===== src/rtl/pipe_fwd_tracker.sv =====
// Hazard/bypass tracker for the in-order pipeline: tracks DEPTH post-issue
// destination records, picks the youngest producer per operand, and raises load-use stalls.
module pipe_fwd_tracker #(
    parameter int DATA_W     = 32,
    parameter int ADDR_W     = 5,
    parameter int DEPTH      = 3,
    parameter int NRD        = 2,
    parameter int LOAD_STAGE = 1,
    parameter int CNT_W      = 16
) (
    input  logic                     clk,
    input  logic                     rst,
    input  logic                     issue_valid,
    input  logic                     issue_wen,
    input  logic [ADDR_W-1:0]        issue_waddr,
    input  logic                     issue_load,
    input  logic [NRD*ADDR_W-1:0]    rd_addr,
    input  logic [NRD*DATA_W-1:0]    rf_data,
    input  logic [DEPTH*DATA_W-1:0]  stage_data,
    input  logic                     hold,
    input  logic                     flush,
    output logic [NRD*DATA_W-1:0]    fwd_data,
    output logic [NRD*(DEPTH+1)-1:0] fwd_hit,
    output logic                     stall_req,
    output logic                     issue_ack,
    output logic [CNT_W-1:0]         stall_cnt
);

    logic [DEPTH-1:0]        valid_q, valid_d;
    logic [DEPTH-1:0]        wen_q, wen_d;
    logic [DEPTH-1:0]        load_q, load_d;
    logic [DEPTH*ADDR_W-1:0] waddr_q, waddr_d;
    logic [CNT_W-1:0]        cnt_q, cnt_d;
    logic                    stall_s;
    logic                    ack_s;

    // Operand source selection and load-use detection
    always_comb begin
        logic              found;
        logic              rdy;
        int                sel;
        logic [ADDR_W-1:0] rd;
        fwd_data = rf_data;
        fwd_hit  = '0;
        stall_s  = 1'b0;
        for (int p = 0; p < NRD; p++) begin
            found = 1'b0;
            rdy   = 1'b1;
            sel   = DEPTH;
            rd    = rd_addr[p*ADDR_W +: ADDR_W];
            // Ascending scan with a found flag keeps the youngest match
            for (int s = 0; s < DEPTH; s++) begin
                if (!found && valid_q[s] && wen_q[s] && rd != '0 &&
                    waddr_q[s*ADDR_W +: ADDR_W] == rd) begin
                    found = 1'b1;
                    sel   = s;
                    rdy   = !load_q[s] || (s >= LOAD_STAGE);
                end else begin
                    found = found;
                end
            end
            if (found && !rdy) begin
                stall_s = 1'b1;
                fwd_hit[p*(DEPTH+1)+DEPTH] = 1'b1;
            end else if (found) begin
                fwd_data[p*DATA_W +: DATA_W] = stage_data[sel*DATA_W +: DATA_W];
                fwd_hit[p*(DEPTH+1)+sel]     = 1'b1;
            end else begin
                fwd_hit[p*(DEPTH+1)+DEPTH] = 1'b1;
            end
        end
    end

    assign ack_s     = issue_valid & ~stall_s & ~hold & ~flush;
    assign stall_req = stall_s;
    assign issue_ack = ack_s;
    assign stall_cnt = cnt_q;

    // Record shift / freeze and saturating stall counter next state
    always_comb begin
        valid_d = valid_q;
        wen_d   = wen_q;
        load_d  = load_q;
        waddr_d = waddr_q;
        if (!hold) begin
            for (int s = 1; s < DEPTH; s++) begin
                valid_d[s]                  = valid_q[s-1];
                wen_d[s]                    = wen_q[s-1];
                load_d[s]                   = load_q[s-1];
                waddr_d[s*ADDR_W +: ADDR_W] = waddr_q[(s-1)*ADDR_W +: ADDR_W];
            end
            if (ack_s) begin
                valid_d[0]          = 1'b1;
                wen_d[0]            = issue_wen;
                load_d[0]           = issue_load;
                waddr_d[ADDR_W-1:0] = issue_waddr;
            end else begin
                valid_d[0]          = 1'b0;
                wen_d[0]            = 1'b0;
                load_d[0]           = 1'b0;
                waddr_d[ADDR_W-1:0] = '0;
            end
        end else begin
            valid_d = valid_q;
        end
        if (stall_s && cnt_q != {CNT_W{1'b1}}) begin
            cnt_d = cnt_q + {{(CNT_W-1){1'b0}}, 1'b1};
        end else begin
            cnt_d = cnt_q;
        end
    end

    // State registers
    always_ff @(posedge clk or posedge rst) begin
        if (rst) begin
            valid_q <= '0;
            wen_q   <= '0;
            load_q  <= '0;
            waddr_q <= '0;
            cnt_q   <= '0;
        end else begin
            valid_q <= valid_d;
            wen_q   <= wen_d;
            load_q  <= load_d;
            waddr_q <= waddr_d;
            cnt_q   <= cnt_d;
        end
    end

endmodule


===== config.mk =====
export PLATFORM = sky130hd
export DESIGN_NAME = pipe_fwd_tracker
export DESIGN_NICKNAME = d
export VERILOG_FILES = /design/src/rtl/pipe_fwd_tracker.sv
export SDC_FILE = /design/constraint.sdc
export NUM_CORES = 1
export LEC_CHECK = 0
export ABC_AREA = 1
export CAP_MARGIN = 25
export CORE_MARGIN = 5
export CORE_UTILIZATION = 30
export CTS_CLUSTER_SIZE = 40
export DETAILED_ROUTE_END_ITERATION = 8
export HOLD_SLACK_MARGIN = 0.1
export PLACE_DENSITY = 0.77
export SYNTH_ARGS = -nofsm -noshare
export SYNTH_HDL_FRONTEND = slang
export SYNTH_SLANG_ARGS = --single-unit
export TNS_END_PERCENT = 1

===== constraint.sdc =====
create_clock -name clk -period 5.2 [get_ports clk]
set_input_delay 1.04 -clock clk [delete_from_list [all_inputs] [get_ports clk]]
set_output_delay 1.04 -clock clk [all_outputs]
set_load 0.01 [all_outputs]

---- Word level (Yosys, flattened, before mapping) ----
Index checks and enable logic that the tools add are counted.
cells by class
  shift operators ......................... 2
  reductions and logical operators ........ 35
  order comparisons ....................... 4
  multiplexer cells ....................... 42
  add/subtract/negate cells ............... 2
  bitwise logic cells ..................... 7
  equality and inequality tests ........... 7
operators by type and width
  operator                 count
  $mux W32                 6
  $shiftx A96 B32 Y32      2
  $ge A32 B1 Y1 const B    2
  $lt A32 B5 Y1 const B    2
  $add A4 B32 Y32 const A  1
  $eq A5 B5 Y1             6
  $logic_and A1 B1 Y1      26
  $mux W1                  23
  $add A16 B1 Y16 const B  1
  $ne A16 B16 Y1 const B   1
  $mux W7                  2
  $reduce_bool A5 Y1       2
  $mux W2                  4
  $mux W4                  2
  $or A8 B8 Y8             1
  $logic_not A1 Y1         7
  $demux W1 S3             2
  $mux W3                  2
  $mux W5                  1
  $and A1 B1 Y1            3
  $not A1 Y1               3
storage, ports and cells
  output and inout bits ................... 90
  input bits .............................. 182
  register bits after elaboration ......... 38
  word-level logic and storage cells ...... 104

---- Logic depth before layout (Yosys ltp) ----
Gate-level depths: netlist of the first run.
  word-level depth ........................ 25
  depth in mapped cells ................... 15
  mapped depth without buffers ............ 15

---- Least setup slack after synthesis of the first run ----
No wires, ideal clock.
  path kind ............................... input port to output port
  from .................................... in rd_addr[0]
  to ...................................... out fwd_data[11]
  path buffers ............................ 1
  cell stages on the path ................. 10
  required time ........................... 4.160 ns
  data arrival time ....................... 2.201 ns
  setup slack ............................. 1.959 ns
  cell sequence ........................... nor2_1 -> nand2_1 -> nor2_2 -> nor2_1 -> nand2_1 -> nand3_2 -> clkbuf_1 -> nand3b_1 -> nand2_1 -> a21oi_1
between the ends
  word-level cells in the longest chain between the ends .. 19
  elaborated cells between the ends (all ways) .. 30
  those cells by class .................... eq/ne (3); shift (1); mux (11); reduce/logical (15)
RTL lines
  item                                                     RTL line  source
  from (decl)                                              17        input logic [NRD*ADDR_W-1:0] rd_addr,
  $reduce_bool A5 Y1                                       53        if (!found && valid_q[s] && wen_q[s] && rd != '0 &&
  $logic_and A1 B1 Y1 (2 in a row)                         53
  $mux W1                                                  53
  $logic_not A1 Y1                                         53
  $logic_and A1 B1 Y1 (4 in a row)                         53
  $mux W1                                                  53
  $logic_not A1 Y1                                         53
  $logic_and A1 B1 Y1 (4 in a row)                         53
  $mux W2 or $mux W1 (tied branches)                       53
  $shiftx A96 B32 Y32 or $logic_not A1 Y1 (tied branches)  66, 62
  $mux W32 or $logic_and A1 B1 Y1 (tied branches)          65, 62
  $mux W32 (*)                                             62        if (found && !rdy) begin
  to (decl)                                                22        output logic [NRD*DATA_W-1:0] fwd_data,
Mark *: on every way between the ends. The rest lies on a longest branch, timed or not.

---- Worst setup path after layout of the first run ----
  from .................................... in rd_addr[3]
  to ...................................... out fwd_data[24]
The elaborated chain is that of the path after synthesis.

==> impl_summary.md, run 1 <==
Place
Including well taps, the total number of placed cells is 1,378. The last weighted congestion value of the routability-driven placer is 0.9387. The number of buffers added on ports is about 270. The post-detailed-placement half-perimeter wirelength is 18,780 um.

Setup path
At the worst endpoint, the arrival time is 3.88 ns. The data required time at the worst endpoint is 4.16 ns. The critical path launch point type is an input pin.

The class of the most critical setup path is in -> out. Along the worst path, the maximum fanout reaches 45. The sort of element at the end of the critical path is an output port.

Cells and area
The growth of design area from synthesis to finish is 61.94%. The final net count is 1,348. The number of standard cells in the layout, taps in and fillers out is around 1.4k. Of the cells placed in the final design, the portion with a size suffix greater than 1 is approximately 6.4%.

CTS
The CTS tree is done. The clock passes through at most 2 buffers. The clock sink total is 38. The hold buffer count at cts is 0. Clock-pin slew was measured on the worst setup and hold paths at 0.05 ns. The H-tree was split into 2 levels. The clock reaches the later pin of the worst-skew pair after 0.28 ns.

Gates resized during post-CTS repair numbered 0. The number of CTS-inserted buffers is 5. The root buffer cell chosen for the clock tree is sky130_fd_sc_hd__clkbuf_16. Once the clock tree was built, the setup fixing pass inserted 0 buffers.

Synth
The synthesized design contains 0 enable-type register cells. By area the synthesized netlist is led by sky130_fd_sc_hd__nand2_1 (26%), sky130_fd_sc_hd__dfrtp_1 (19%), sky130_fd_sc_hd__nand3_1 (11%). After synthesis the netlist holds a flip-flop and latch count of 38. In the synthesized netlist the async set-or-reset flop fraction comes to 100.0%. Counting every instance in the synthesized netlist gives 914. Summed over its instances, the top area cell type makes up 26.07% of the synthesized netlist area. After synthesis, flip-flops and latches occupy 19.09% of the total area. In this run, distinct cell masters in the synthesized netlist total 33. Among all flip-flop cells after synthesis, the most frequent one is sky130_fd_sc_hd__dfrtp_1.

The netlist area before placement is 4981 um2. The total number of yosys warnings is 0. The post-synthesis average cell area is 5.450 um2. The net count after synthesis is 1,097. The most area-hungry cell type in the Yosys netlist is sky130_fd_sc_hd__nand2_1.

Routing
For this block, the via count after detailed routing is 6,819. The DRC violation count after routing is 0. For this block, the routed nets add up to approximately 23,000 um of wire. The average vias per placed instance is 4.906.

The first-pass detailed-route iteration total is 6. Once detail routing completed, the nets flagged for antenna violations numbered 0. Dividing the detail-routed wire length by the instance count gives 16.81 um.

The first routing iteration left 579 violations.

Worst hold path
The worst hold path belongs to the class reg -> reg.

Status
The flow ran to the end, and the final reports show no timing, DRC or antenna violations.

Pwr
For this design the static power due to leakage is 3.899 nW. The power per unit of standard cell area is 128.3 nW/um2. Across the VDD grid, the largest voltage drop is 0.1171 mV. Total power for the finished layout comes to 1.035 mW.

Die
The region available for standard cell placement spans between 15,000 and 20,000 um2. In this run the horizontal extent of the chip is 138.9 um. The number of standard-cell rows in the floorplan is 47.

For this design the top-level I/O count stands at ~270. The height of the chip is roughly 140 um. The area enclosed by the die boundary is 19,280 um2. Once the floorplan was initialized, standard cells occupied between 30% and 40% of the core.

Timing
The highest attainable clock frequency is 203.3 MHz. Setup violations remaining at the end of the flow were counted as 0. The final number of max-transition violations is 0. For the pin with the worst max-slew slack, the measured transition is 0.6689 ns. The worst-case clock skew is approximately 0.0036 ns.

The worst path in the final design needs a cycle of 4.919 ns, including I/O delays and setup. The sum of negative setup slack is 0 ns. The headroom to the max-slew limit is 55.34%. The number of hold-slack violations in the final timing report is 0. The final cycle utilization of the critical path is 94.60%. Setup repair after global routing left no endpoint under its margin.

GRT
The via count of the first global-routing pass is 6,378. The aggregate global-route resource usage is 23.13%. The remaining global-route overflow is 0. The initial antenna violation count is 4. The first global-routing pass estimated 36,430 um of wire.

Entering global routing, the biggest net connects 46 pins.

Flow run
Across the run, the number of max-cap violations was 0.
cells in the final DEF, fill, tap and decap left out, types with 18 or more instances in the layout:
cell,instances
sky130_fd_sc_hd__clkdlybuf4s50_1,271
sky130_fd_sc_hd__nor2_1,102
sky130_fd_sc_hd__o21ai_0,30
sky130_fd_sc_hd__buf_4,18
sky130_fd_sc_hd__inv_1,83
sky130_fd_sc_hd__nand2_1,346
sky130_fd_sc_hd__a21oi_1,22
sky130_fd_sc_hd__nand3_1,112
sky130_fd_sc_hd__dfrtp_1,38
sky130_fd_sc_hd__nand3b_1,31
Yosys cell counts (9+ instances only):
master	number
sky130_fd_sc_hd__clkbuf_1	9
sky130_fd_sc_hd__o21ai_0	30
sky130_fd_sc_hd__dfrtp_1	38
sky130_fd_sc_hd__nand3_1	112
sky130_fd_sc_hd__inv_1	83
sky130_fd_sc_hd__nor2_1	102
sky130_fd_sc_hd__nand3b_1	31
sky130_fd_sc_hd__a21oi_1	22
sky130_fd_sc_hd__nand2_1	346
sky130_fd_sc_hd__nor2_2	12
sky130_fd_sc_hd__xnor2_1	12
sky130_fd_sc_hd__xor2_1	11
sky130_fd_sc_hd__inv_2	11
sky130_fd_sc_hd__buf_2	32
sky130_fd_sc_hd__a21oi_2	10
where the power goes:
part	internal (mW)	switching (mW)	total, mW
sequential	0.310	0.0166	0.327
combinational	0.222	0.144	0.366
clock	0.227	0.116	0.343
worst max-delay path, cell delays in order:
cell and delay, ns:
sky130_fd_sc_hd__clkdlybuf4s50_1 0.56, sky130_fd_sc_hd__inv_2 0.09, sky130_fd_sc_hd__nand2_1 0.06, sky130_fd_sc_hd__nand2_1 0.05, sky130_fd_sc_hd__clkinv_1 0.04, sky130_fd_sc_hd__nand2_1 0.05, sky130_fd_sc_hd__nor2_1 0.15, sky130_fd_sc_hd__nand2_2 0.12
sky130_fd_sc_hd__buf_4 0.30, sky130_fd_sc_hd__nand2_1 0.38, sky130_fd_sc_hd__o21ai_0 0.16, sky130_fd_sc_hd__inv_1 0.08, sky130_fd_sc_hd__nand2_1 0.06, sky130_fd_sc_hd__a21oi_2 0.17, sky130_fd_sc_hd__clkdlybuf4s50_1 0.57
cell type report:
cell class | instances | area [um2]
repair buffers | 291 | 2888
inverters | 96 | 362.8
diodes | 4 | 10.01
flip-flops and latches | 38 | 950.9
well taps | 220 | 275.3
clock inverters | 1 | 30.03
fillers | 1649 | 8341
multi-input cells | 733 | 3417
clock buffers | 7 | 132.6
flip-flops by register name, indices dropped and copies added, names as in the netlist:
register	count
stall_cnt	16
load_q	1
valid_q	3
waddr_q	15
wen_q	3
final timing paths:
check,start,end,slack [ns],depth (start not counted)
max,rd_addr[3],fwd_data[24],0.28,15
max in group asynchronous,rst,waddr_q[10],3.69,3
min in group asynchronous,rst,waddr_q[2],1.17,3
min,valid_q[2],valid_q[2],0.48,2
max reg2reg,waddr_q[1],stall_cnt[10],3.18,13
min reg2reg,valid_q[2],valid_q[2],0.48,2
metal layers:
layer	vias to the layer above	part of all wire (%)	track usage, %
met4	0	2.9	5.870
met2	310	48	39.48
met5	-	0	0
li1	3379	-	-
met1	3091	41	29.81
met3	39	7.8	4.931
cells by family after synthesis:
kind of cell	count (synthesis)	share of synthesized area [%]
simple gates	636	56.14
buf+inv	143	12.31
compound gates	73	8.164
flops	38	19.09
xor+xnor	23	4.044
fa+ha+maj	1	0.2512
stage by stage:
step | area (um2) | hold WS [ns] | util (%) | setup WS [ns]
4_1_cts | 8056 | 0.4812 | 49.10 | 0.3075
2_1_floorplan | 4981 | 0.4492 | - | 1.959
5_1_grt | 8066 | 0.5018 | 49.17 | 0.05720
3_3_place_gp | 7894 | 0.4653 | 48.11 | 0.2952
3_5_place_dp | 7894 | 0.4655 | 48.11 | 0.3171
6_report | 8066 | 0.4782 | 49.17 | 0.2809
Note: power is estimated with default switching activity, not from simulation.
==> run 2: changes to the inputs <==
- SETUP_SLACK_MARGIN: unset -> 0.4
==> impl_summary.md, run 2 (synthesis results as in run 1) <==
CTS
The clock insertion delay at the later pin of the skew report came to 0.28 ns (about the same). The worst-case clock buffer depth is 2 (unchanged). The number of H-tree branching levels was 2 (unchanged). The number of CTS-inserted buffers was 5 (unchanged).

The clock-pin slew of the registers on the worst-case setup and hold paths is 0.05 ns (about the same). The library cell used as clock root buffer is sky130_fd_sc_hd__clkbuf_16. The clock sink total is 38 (unchanged). The hold buffer count at cts is 0 (unchanged). TritonCTS built the clock tree.

GRT
The global-route wire length before repair is 36,420 um (about the same). The via count of the first global-routing pass is 6,378 (unchanged). The remaining global-route overflow is 0 (unchanged). The initial antenna violation count is 4 (unchanged). The pin count of the biggest net entering global routing came to 46 (unchanged). The aggregate global-route resource usage came to 23.13% (unchanged).

Cells and area
The core occupancy in the finished layout is 49.56% (+0.40 points). The number of flip-flops in the largest register is 16 (unchanged). The growth of design area from synthesis to finish is 63.25%. In the layout the commonest cells are sky130_fd_sc_hd__nand2_1 (344), sky130_fd_sc_hd__clkdlybuf4s50_1 (269), sky130_fd_sc_hd__nand3_1 (112). The cell area after layout is 8132 um2 (+0.81%).

The final net count came to 1,350 (+0.15%). The number of standard cells in the layout, taps in and fillers out is 1,392 (+0.14%). The count of fill cells added during filler insertion is 1,646 (-0.18%). The most common cell after layout, fill and taps aside is sky130_fd_sc_hd__nand2_1.

The ratio of cells with drive above 1 in the final layout was 6.935% (+0.50 points).

Setup path
The length in cells of the worst reg-to-reg path was 13 (unchanged). The critical path launch point type is an input pin. The data arrival time of the worst path is 3.70 ns (-0.18 ns). The worst setup path is captured at an output port. The data required time at the worst endpoint is 4.16 ns (about the same). The peak fanout along the critical path is 15 (-67%). The class of the most critical setup path is in -> out.

Timing
The final hold slack is 0.4792 ns (+0.001016 ns). The worst-case clock skew is 0.004743 ns (+0.001160 ns). The transition at the pin with the smallest max-transition slack was 0.5735 ns (-0.09549 ns). The highest attainable clock frequency was 210.8 MHz (+3.7%). The final cycle utilization of the critical path is 91.21% (-3.4 points). The number of hold-slack violations in the final timing report is 0 (unchanged). The headroom to the max-slew limit is 61.68% (+6.3 points).

The final number of setup-violating endpoints came to 0 (unchanged). The sum of negative setup slack came to 0 ns (unchanged). The final number of max-transition violations is 0 (unchanged). The smallest setup slack after layout is 0.4572 ns (+0.1763 ns). Setup repair after global routing could not meet its margin everywhere. The post-layout minimum cycle time came to 4.743 ns (-0.1763 ns).

Place
The minimum setup slack after placement is 0.3171 ns (unchanged). The instance area after placement is 7894 um2 (unchanged). The placed instance count is 1,378 (unchanged). The number of buffers added on ports is 271 (unchanged). The post-detailed-placement half-perimeter wirelength is 18,780 um (unchanged). The last weighted congestion value of the routability-driven placer was 0.9387 (unchanged).

Worst hold path
The hold path depth came to 2 (unchanged). The class of the worst hold path is reg -> reg.

Die
The core area is 16,410 um2 (unchanged). The starting density of the core is 30.36% (unchanged). The height of the chip was 138.9 um (unchanged). The number of standard-cell rows in the floorplan is 47 (unchanged). The area enclosed by the die boundary was 19,280 um2 (unchanged). The die width is 138.9 um (unchanged). The number of primary I/O pins is 272 (unchanged).

Routing
The average vias per placed instance is 4.940 (+0.69%). The via count of the routed design is 6,876 (+0.84%). The remaining antenna violation count is 0 (unchanged). The starting DRC count in detailed routing is 525 (-9.3%). The first-pass detailed-route iteration total is 7 (+1). The DRC violation count after routing is 0 (unchanged). The wire length after detailed routing was 23,550 um (+0.77%). The mean routed wirelength per cell is 16.91 um (+0.63%).

Pwr
The worst supply voltage drop on vdd came to 0.1166 mV (-0.40%). The total power after layout is 1.036 mW (about the same). The power per unit of standard cell area came to 127.4 nW/um2 (-0.72%). The reported leakage power is 3.926 nW (+0.67%).

Flow run
The number of max-cap violations came to 0 (unchanged).

Status
The run finished with clean final reports.
## run 2: final timing paths
kind,slack [ns],start,to
setup / recovery,0.46,rd_addr[1],fwd_data[14]
hold / removal,0.48,valid_q[2],valid_q[2]
setup reg to reg,3.08,waddr_q[1],stall_cnt[10]
hold reg to reg,0.48,valid_q[2],valid_q[2]
max in group asynchronous,3.69,rst,waddr_q[10]
min in group asynchronous,1.17,rst,waddr_q[2]
## run 2: power breakdown
part	total, mW	leakage, nW	internal (mW)	switching [mW]
clock	0.343	0.0781	0.227	0.116
sequential	0.327	0.478	0.310	0.0168
combinational	0.367	3.37	0.222	0.145
## run 2: layout make-up
type	count	area [um2]	area share, %
Inverter	96	367.9	4.524
Sequential cell	38	950.9	11.69
Antenna cell	4	10.01	0.1231
Clock inverter	1	30.03	0.3693
Clock buffer	7	132.6	1.631
Multi-Input combinational cell	734	3457	42.51
Timing Repair Buffer	292	2908	35.76
Tap cell	220	275.3	3.385
## run 2: what timing repair did
item / in CTS / in global routing
gates resized for setup: 1 / 14
setup endpoints to repair: 16 / 64
setup buffers: 0 / 1
pin swaps: 0 / 2
cloned: 0 / 1
## run 2: per-layer routing
metal / up-vias / track usage [%] / part of all wire [%]
li1: 3386 / - / -
met1: 3117 / 29.81 / 40
met2: 338 / 39.48 / 49
met3: 35 / 4.931 / 8.9
met4: 0 / 5.870 / 2.6
met5: - / 0 / 0
## run 2: worst max-delay path: stages
cell and delay, ns:
sky130_fd_sc_hd__clkdlybuf4s50_1 0.58, sky130_fd_sc_hd__inv_1 0.10, sky130_fd_sc_hd__nand2_1 0.07, sky130_fd_sc_hd__nand3_1 0.10, sky130_fd_sc_hd__nor2_2 0.20, sky130_fd_sc_hd__nand2_2 0.16
sky130_fd_sc_hd__nand3_1 0.18, sky130_fd_sc_hd__nand2_4 0.11, sky130_fd_sc_hd__inv_4 0.18, sky130_fd_sc_hd__buf_12 0.19, sky130_fd_sc_hd__nor2_1 0.06, sky130_fd_sc_hd__a21oi_1 0.15
sky130_fd_sc_hd__clkdlybuf4s50_1 0.57
==> run 3: changes to the inputs <==
- PLACE_DENSITY: 0.77 -> 0.61
==> impl_summary.md, run 3 (synthesis results as in run 1) <==
Cells and area
The number of flip-flops in the largest register is 16 (unchanged). Leaving out fill and tap cells, the most frequent cells in the layout are sky130_fd_sc_hd__nand2_1 (345), sky130_fd_sc_hd__clkdlybuf4s50_1 (269), sky130_fd_sc_hd__nand3_1 (112). The count of fill cells added during filler insertion is 1,658 (+0.73%). The final net count is 1,350 (unchanged). From synthesis to final layout, the design area changed by 64.76%. The area taken by multi-input logic gates is 3440 um2 (-0.51%).

The area used by sequential logic in the layout came to 950.9 um2 (unchanged). The ratio of cells with drive above 1 in the final layout was 7.021% (+0.086 points). The most common cell after layout, fill and taps aside is sky130_fd_sc_hd__nand2_1.

Timing
The highest attainable clock frequency is 212.7 MHz (+0.88%). The post-layout minimum cycle time is 4.702 ns (-0.04113 ns). The transition at the pin with the smallest max-transition slack is 0.5617 ns (-0.01176 ns). The headroom to the max-slew limit is 62.47% (+0.79 points). The final number of setup-violating endpoints was 0 (unchanged). The final number of max-transition violations is 0 (unchanged).

The worst-case clock skew was 0.003090 ns (-0.001652 ns). The sum of negative setup slack is 0 ns (unchanged). The final cycle utilization of the critical path came to 90.42% (-0.79 points).

The number of hold-slack violations in the final timing report was 0 (unchanged). Setup repair after global routing could not meet its margin everywhere.

Routing
The starting DRC count in detailed routing is 565 (+7.6%). The mean routed wirelength per cell came to 18.68 um (+10%). The DRC violation count after routing is 0 (unchanged). The via count of the routed design is 6,853 (-0.33%). The average vias per placed instance is 4.923 (-0.33%). The remaining antenna violation count is 0 (unchanged). The first-pass detailed-route iteration total is 5 (-2). The wire length after detailed routing is 26,000 um (+10%).

Die
The core area is 16,410 um2 (unchanged). The die width is 138.9 um (unchanged). The number of primary I/O pins came to 272 (unchanged). The number of standard-cell rows in the floorplan is 47 (unchanged).

The starting density of the core is 30.36% (unchanged). The area enclosed by the die boundary came to 19,280 um2 (unchanged). The height of the chip is 138.9 um (unchanged).

Pwr
The worst supply voltage drop on vdd is 0.2171 mV (+86%). The total power after layout is 1.101 mW (+6.2%). The share of total power in sequential cells is 29.7% (-1.8 points). The clock share of power is 36.6% (+3.5 points). The reported leakage power is 3.964 nW (+0.98%).

The share of total power in combinational logic is 33.7% (-1.7 points). The switching power is 0.2809 mW (+1.2%). The internal power component is 0.8197 mW (+8.1%). The power per unit of standard cell area was 134.1 nW/um2 (+5.3%). The fraction of power spent switching nets is 25.53% (-1.3 points).

GRT
The aggregate global-route resource usage is 25.51% (+2.4 points). The global-route wire length before repair came to 39,380 um (+8.1%). The via count of the first global-routing pass is 6,578 (+3.1%). The pin count of the biggest net entering global routing was 63 (+37%). The initial antenna violation count is 4 (unchanged). The remaining global-route overflow is 0 (unchanged).

Setup path
The critical path launch point type is an input pin. The cell occurring most often along the worst timing path is sky130_fd_sc_hd__nand2_1. The slowest cell on the critical path is sky130_fd_sc_hd__clkdlybuf4s50_1. The critical path goes through clkdlybuf4s50_1 -> inv_2 -> nand2_1 -> nand2_1 -> inv_1 -> nand2_1 -> nor2_2 -> nand2_1 -> nand3_1 -> nand2_4 -> clkinv_2 -> buf_12 -> nor2_1 -> a21oi_1 -> clkdlybuf4s50_1. The class of the most critical setup path is in -> out. The kind of cell adding the most delay to the critical path is buffers and inverters. The data arrival time of the worst path is 3.66 ns (-0.04 ns). The data required time at the worst endpoint came to 4.16 ns (about the same). The number of buffer and inverter instances along the worst setup path is 6 (+1). The peak fanout along the critical path is 18 (+3).

The biggest cell delay along the critical path is 0.60 ns (+0.02 ns). The sort of element at the end of the critical path is an output port.

CTS
The CTS tree is done. The count of buffers added by post-CTS timing repair for setup is 0 (unchanged). The number of H-tree branching levels was 2 (unchanged). The clock sink total came to 38 (unchanged). The worst-case clock buffer depth came to 2 (unchanged). The number of CTS-inserted buffers is 5 (unchanged). The library cell used as clock root buffer is sky130_fd_sc_hd__clkbuf_16. The clock insertion delay at the later pin of the skew report is 0.28 ns (about the same).

The clock-pin slew of the registers on the worst-case setup and hold paths is 0.06 ns (about the same).

Place
The post-detailed-placement half-perimeter wirelength was 20,610 um (+9.7%). The number of buffers added on ports was 271 (unchanged). The last weighted congestion value of the routability-driven placer is 0.9521 (+1.4%).

Status
The flow ran to the end, and the final reports show no timing, DRC or antenna violations.

Worst hold path
The class of the worst hold path is reg -> reg.

Flow run
The number of max-cap violations is 0 (unchanged).
## run 3: cell count changes in the layout (fill, tap and decap cells not counted), sizes merged
cell      before  now
inv           95   93
bufinv         1    2
clkinv         1    2
clkinvlp       0    1
nand3        117  116
## run 3: power groups by stage
stage / logic [mW] / registers (mW) / clock network (mW)
finish: 0.371 / 0.327 / 0.403
global route: 0.402 / 0.328 / 0.425
CTS: 0.371 / 0.327 / 0.412
detailed placement: 0.369 / 0.332 / 0
global placement: 0.369 / 0.332 / 0
floorplan: 0.126 / 0.326 / 0
## run 3: metrics by stage
stage / std cells / area [um2] / hold slack, ns / setup WS [ns] / utilization [%]
finish: 1392 / 8207 / 0.4856 / 0.4983 / 50.02
global route: 1392 / 8207 / 0.5209 / 0.3689 / 50.02
floorplan: 914 / 4981 / 0.4492 / 1.959 / -
CTS: 1387 / 8128 / 0.4882 / 0.4669 / 49.54
detailed placement: 1379 / 7926 / 0.4737 / 0.3224 / 48.31
global placement: 1379 / 7926 / 0.4658 / 0.3281 / 48.31
## run 3: routing by layer
metal  wire, um  track usage (%)  share of wire, %
met1      10690            32.00                41
met2      12360            43.62                48
met3       1883            4.586               7.2
met4       1068            9.681               4.1
met5          0                0                 0
## run 3: final timing paths
| kind | start | end | slack [ns] | depth (start not counted) |
|---|---|---|---|---|
| max | rd_addr[3] | fwd_data[14] | 0.50 | 15 |
| min | wen_q[2] | wen_q[2] | 0.49 | 2 |
| max reg2reg | waddr_q[3] | stall_cnt[10] | 3.14 | 11 |
| min reg2reg | wen_q[2] | wen_q[2] | 0.49 | 2 |
| max in group asynchronous | rst | valid_q[1] | 3.69 | 3 |
| min in group asynchronous | rst | stall_cnt[10] | 1.18 | 3 |
## run 3: worst min-delay path, cell delays in order (launching register included)
cell	delay (ns)
sky130_fd_sc_hd__dfrtp_1	0.34
sky130_fd_sc_hd__nand2_1	0.05
sky130_fd_sc_hd__o21ai_0	0.06
## run 3: final cells by class
cell class / count / share of cell area (%)
Antenna cell: 4 / 0.1220
Tap cell: 220 / 3.354
Sequential cell: 38 / 11.59
Clock inverter: 2 / 0.7318
Multi-Input combinational cell: 733 / 41.91
Clock buffer: 6 / 1.692
Inverter: 96 / 4.513
Timing Repair Buffer: 293 / 36.09
## run 3: timing repair
item                                    4_1_cts  5_1_grt
endpoints found under the setup margin       10       56
hold buffers                                  0        0
gates cloned                                  0        1
pin swaps                                     0        0
gates resized for setup                       1       13
